===== config.mk =====
export PLATFORM = sky130hd
export DESIGN_NAME = fir_mac_sequencer
export DESIGN_NICKNAME = d
export VERILOG_FILES = /design/src/rtl/fir_mac_sequencer.sv
export SDC_FILE = /design/constraint.sdc
export NUM_CORES = 1
export LEC_CHECK = 0
export CORE_MARGIN = 2
export CORE_UTILIZATION = 48
export CTS_CLUSTER_SIZE = 40
export DETAILED_ROUTE_END_ITERATION = 10
export PLACE_DENSITY = 0.71
export REMOVE_ABC_BUFFERS = 1
export SLEW_MARGIN = 5
export SYNTH_ARGS = -nofsm -noshare
export SYNTH_HDL_FRONTEND = slang
export SYNTH_SLANG_ARGS = --single-unit
export TNS_END_PERCENT = 50

===== constraint.sdc =====
create_clock -name Clk -period 2.5 [get_ports Clk]
set_input_delay 0.75 -clock Clk [delete_from_list [all_inputs] [get_ports Clk]]
set_output_delay 0.75 -clock Clk [all_outputs]
set_load 0.02 [all_outputs]

===== src/rtl/fir_mac_sequencer.sv =====
// Tap scheduler for a shared pipelined complex multiplier and accumulator:
// pulls samples, issues one tap per cycle and tracks products in flight.
module fir_mac_sequencer #(
   parameter int NTAPS    = 4,
   parameter int MULT_LAT = 6,
   parameter int TAPW     = $clog2(NTAPS)
) (
   input  logic            Clk,
   input  logic            Reset,
   input  logic            fifo_empty,
   input  logic            PushCoef,
   output logic            fifo_PullOut,
   output logic            mult_issue,
   output logic [TAPW-1:0] tap_idx,
   output logic            acc_load,
   output logic            acc_en,
   output logic            PushOut,
   output logic            busy,
   output logic            coef_err
);

   typedef enum logic [0:0] {
      IDLE  = 1'b0,
      ISSUE = 1'b1
   } state_t;

   state_t                state_r;
   state_t                state_s;
   logic [TAPW-1:0]       cnt_r;
   logic [TAPW-1:0]       cnt_s;
   logic [MULT_LAT-1:0]   vld_r;
   logic [MULT_LAT-1:0]   first_r;
   logic [MULT_LAT-1:0]   last_r;
   logic                  push_r;
   logic                  coef_err_r;
   logic                  coef_hold_r;
   logic                  pull_s;
   logic                  issue_s;
   logic                  last_tap_s;
   logic                  busy_s;

   // Next-state, tap counter and pull decision
   always_comb begin
      state_s    = state_r;
      cnt_s      = cnt_r;
      pull_s     = 1'b0;
      issue_s    = 1'b0;
      last_tap_s = (cnt_r == TAPW'(NTAPS - 1));
      case (state_r)
         IDLE: begin
            if (!fifo_empty && !PushCoef) begin
               pull_s  = 1'b1;
               state_s = ISSUE;
               cnt_s   = {TAPW{1'b0}};
            end else begin
               state_s = IDLE;
            end
         end
         ISSUE: begin
            issue_s = 1'b1;
            if (last_tap_s) begin
               cnt_s = {TAPW{1'b0}};
               // a coefficient write seen during this sample also blocks the back-to-back pull
               if (!fifo_empty && !PushCoef && !coef_hold_r) begin
                  pull_s  = 1'b1;
                  state_s = ISSUE;
               end else begin
                  state_s = IDLE;
               end
            end else begin
               cnt_s = cnt_r + TAPW'(1);
            end
         end
         default: begin
            state_s = IDLE;
            cnt_s   = {TAPW{1'b0}};
         end
      endcase
   end

   assign busy_s = (state_r == ISSUE) | (|vld_r) | push_r;

   // State, counter and coefficient-write bookkeeping
   always_ff @(posedge Clk or posedge Reset) begin
      if (Reset) begin
         state_r     <= IDLE;
         cnt_r       <= {TAPW{1'b0}};
         coef_err_r  <= 1'b0;
         coef_hold_r <= 1'b0;
      end else begin
         state_r    <= state_s;
         cnt_r      <= cnt_s;
         coef_err_r <= coef_err_r | (PushCoef & busy_s);
         if (state_r == ISSUE) begin
            coef_hold_r <= coef_hold_r | PushCoef;
         end else begin
            coef_hold_r <= 1'b0;
         end
      end
   end

   // In-flight product tracking and completion pulse
   always_ff @(posedge Clk or posedge Reset) begin
      if (Reset) begin
         vld_r   <= {MULT_LAT{1'b0}};
         first_r <= {MULT_LAT{1'b0}};
         last_r  <= {MULT_LAT{1'b0}};
         push_r  <= 1'b0;
      end else begin
         vld_r[0]   <= issue_s;
         first_r[0] <= issue_s & (cnt_r == {TAPW{1'b0}});
         last_r[0]  <= issue_s & last_tap_s;
         for (int i = 1; i < MULT_LAT; i++) begin
            vld_r[i]   <= vld_r[i-1];
            first_r[i] <= first_r[i-1];
            last_r[i]  <= last_r[i-1];
         end
         push_r <= vld_r[MULT_LAT-1] & last_r[MULT_LAT-1];
      end
   end

   // Pull is gated so that every output is low while reset is held
   assign fifo_PullOut = pull_s & ~Reset;
   assign mult_issue   = issue_s;
   assign tap_idx      = issue_s ? cnt_r : {TAPW{1'b0}};
   assign acc_en       = vld_r[MULT_LAT-1];
   assign acc_load     = vld_r[MULT_LAT-1] & first_r[MULT_LAT-1];
   assign PushOut      = push_r;
   assign busy         = busy_s;
   assign coef_err     = coef_err_r;

endmodule


==> results.rst <==
.. list-table::
   :header-rows: 1

   * - Metric
     - Value
   * - Cell chosen for the clock root
     - clkbuf_4
   * - Minimum setup slack after placement
     - -0.324 ns
   * - Clock insertion delay at the later pin of the skew report
     - 0.29 ns
   * - Top achievable clock speed
     - 422 MHz
   * - Most area-consuming cells after synthesis
     - dfrtp_1 78%, and2_1 4.8%, ha_1 3.2%
   * - Register area
     - between 600 and 700 um^2
   * - Initial Utilization
     - 51.4%
   * - CTS clock-pin slew for the worst setup and hold paths
     - roughly 0.11 ns
   * - Layout cell share with drive strength beyond 1
     - 15.7%
   * - CTS tree
     - built
   * - Cells after synthesis
     - 53
   * - Hold buffer count at CTS
     - 0
   * - Port-buffer cells
     - 12
   * - Setup crit start kind
     - input pin
   * - CTS HTree Levels
     - 1
   * - Overall power consumption
     - 0.00108 W
   * - Count of nets left with antenna violations after detail routing
     - 0
   * - Reg2Reg Setup Slack
     - 1.25 ns
   * - Final setup violation count
     - 0
   * - Chain of cells forming the critical path
     - clkdlybuf4s50_1 -> nor2_2 -> and3_1 -> buf_2
   * - Grt total ovfl
     - 0
   * - Die boundary width
     - 44.2 um
   * - Worst hold stages
     - 0
   * - Final hold viol count
     - 0
   * - Most frequent cells in the layout
     - 23 x dfrtp_1, 10 x clkdlybuf4s50_1, 6 x and2_1, 6 x nand2_1, 4 x inv_1
   * - Vertical extent of the die
     - 44.2 um
   * - Distinct cell type count after synthesis
     - 16
   * - Worst reg2reg path depth
     - 3
   * - DP Cell Count
     - 83
   * - 1st-pass router iterations
     - 4
   * - Period utilisation layout
     - 94.8%
   * - Final Max Slew Viols
     - 0
   * - Maximum fanout encountered on the critical timing path
     - 2
   * - Outcome
     - finished, final reports clean
   * - Library cell occupying the most area in the post-synthesis netlist
     - dfrtp_1
   * - Kind of end point of the critical path
     - primary output
   * - CP Buf/Inv Count
     - 2
   * - Worst setup path class
     - in -> out
   * - Rows
     - 14
   * - Number of buffers on the longest clock path
     - 2
   * - Total half-perimeter wirelength after legalization and detailed placement
     - between 900 and 1000 um
   * - Critical R2R Capture
     - coef_err
   * - Last weighted congestion value of the routability-driven placer
     - 0.634
   * - Number of antenna violations at the first check in global routing
     - 0
   * - Most common library cell in the layout ignoring fill and taps
     - dfrtp_1
   * - Relative max-transition margin
     - 80.8%
   * - Routed vias
     - 415
   * - Type of the worst min-delay path
     - reg -> reg
   * - Area share of the largest cell type after synthesis
     - 77.5%
   * - Endpoint required time on the critical path
     - 1.75 ns
   * - Number of global-route vias before repair
     - approximately 460
   * - CTS sink cnt
     - 24
   * - Num CTS Buffers
     - 3
   * - Measured slew at the worst slew-check pin
     - 0.288 ns
   * - I/O Pins
     - 13
   * - Maximum number of pins on one net before global-route repair
     - 25
   * - Detail-routed via count per cell
     - 4.83
   * - Crit-path leading delay family
     - buffers and inverters
   * - Iteration-0 DRC Markers
     - 3
   * - CP max stage delay
     - 0.51 ns
   * - Die footprint
     - 0.00195 mm^2
   * - RR Startpoint
     - state_r
   * - Start point of the worst hold path
     - first_r[4]
   * - Worst-case clock skew
     - 0.00753 ns
   * - Total of fill cells in the finished design
     - around 130
   * - Final Net Count
     - between 70 and 80
   * - Non-filler instance count after layout
     - 86
   * - Summed instance area of the synthesized netlist
     - 774 um^2
   * - Layout overhead on the synthesized area
     - 23.7%
   * - VDD IR max
     - 0.000551 V
   * - Slowest cell on the critical path
     - clkdlybuf4s50_1
   * - Seq/Total Area, Yosys
     - a little under 80%
   * - Final period demand of the worst path
     - 2.37 ns
   * - Diodes inserted
     - 0
   * - Worst endpoint data arrival time
     - 1.62 ns
   * - Mean area per synthesized cell
     - about 15 um^2
   * - Static Leakage
     - roughly 0.45 nW
   * - Total track usage
     - between 15 and 20%
   * - YS warnings
     - 0
   * - DRC violations left
     - 0
   * - Global-route wire length before repair
     - 2210 um
   * - Routed wire length
     - 1270 um
   * - Worst-case setup margin in the final layout
     - around 0.13 ns
   * - DR WL/cell
     - about 15 um
   * - End point of the most critical hold path
     - first_r[5]
   * - Core region area
     - around 0.0015 mm^2
   * - Power density over the cells
     - about 1100 mW/mm^2
   * - Maximum capacitance violations
     - 0
   * - Unrepaired setup endpoints after global routing
     - no
   * - Final design utilization
     - between 60% and 70%
   * - Combined area of the multi-input logic cells
     - 163 um^2
   * - Total of flip-flops plus latches after synthesis
     - 24
## state kept, by name, indices dropped and copies added (netlist names)
register,count
PushOut,1
coef_hold_r,1
last_r,6
coef_err,1
state_r,1
cnt_r,2
first_r,6
vld_r,6
## cells by family (layout without fill, tap and decap cells)
| group | after synthesis | in the layout | share of synthesized area, % |
|---|---|---|---|
| AOI/OAI and AO/OA | 5 | 5 | 4.36 |
| and+or+nand+nor | 17 | 17 | 12.3 |
| DFF | 24 | 24 | 77.5 |
| adders and majority gates | 2 | 2 | 3.23 |
| buffers and inverters | 5 | 22 | 2.58 |
## worst reg2reg max path: cells and delay by family (launching register included)
family,cells,cell delay (ns)
AO/OA/AOI/OAI,1,0.20
flip-flops,1,0.51
AND/OR/NAND/NOR,2,0.44
## cell type report
cell class,count,share of cell area [%]
Tap cell,16,2.09
Timing Repair Buffer,15,14.2
Sequential cell,24,62.8
Inverter,4,1.57
Clock buffer,3,2.35
Multi-Input combinational cell,24,17.0
## worst max path at each step
stage | startpoint | endpoint | slack [ns] | depth (start not counted)
finish | PushCoef | fifo_PullOut | 0.13 | 4
CTS | PushCoef | fifo_PullOut | 0.006 | 4
global placement | PushCoef | fifo_PullOut | -0.33 | 4
detailed placement | PushCoef | fifo_PullOut | -0.32 | 4
floorplan | Reset | fifo_PullOut | 0.10 | 2
global route | state_r | busy | 0.06 | 3
## power by group
| group | internal (W) | switching, W | total [W] |
|---|---|---|---|
| Sequential | 0.000536 | 0.000111 | 0.000647 |
| Combinational | 0.000141 | 0.000136 | 0.000277 |
| Clock | 0.0000560 | 0.0000968 | 0.000153 |
| Total | 0.000733 | 0.000343 | 0.00108 |
## stage by stage
step           hold WS [ns]  setup TNS, ns  area, um^2
2_1_floorplan         0.331              0         769
3_3_place_gp          0.335         -0.332         932
3_5_place_dp          0.335         -0.324         932
4_1_cts               0.361              0         962
5_1_grt               0.369              0         958
6_report              0.358              0         958
## layer usage
metal | part of all wire (%) | global-route usage (%) | vias up
met5 | 0 | 0 | -
met4 | 0.95 | 9.09 | 0
met3 | 3.2 | 3.67 | 2
met2 | 50 | 25.9 | 10
met1 | 45 | 21.7 | 200
li1 | - | - | 203
## synth_stat cells
| master | n |
|---|---|
| nor2_1 | 1 |
| and3_1 | 1 |
| nand2_1 | 6 |
| nor4_1 | 1 |
| o21ai_0 | 1 |
| o22ai_1 | 1 |
| and2_1 | 6 |
| nand2b_1 | 1 |
| a21o_1 | 1 |
| inv_1 | 4 |
| nor4_2 | 1 |
| o31ai_1 | 1 |
| dfrtp_1 | 24 |
| ha_1 | 2 |
| buf_2 | 1 |
| o21a_1 | 1 |
## what timing repair did
item / in CTS / in global routing
hold endpoints to repair: 0 / 0
setup endpoints to repair: 2 / 1
pin swaps: 0 / 1
gates resized for setup: 6 / 2
setup buffers: 0 / 0
Power figures use the tool's default switching activity.
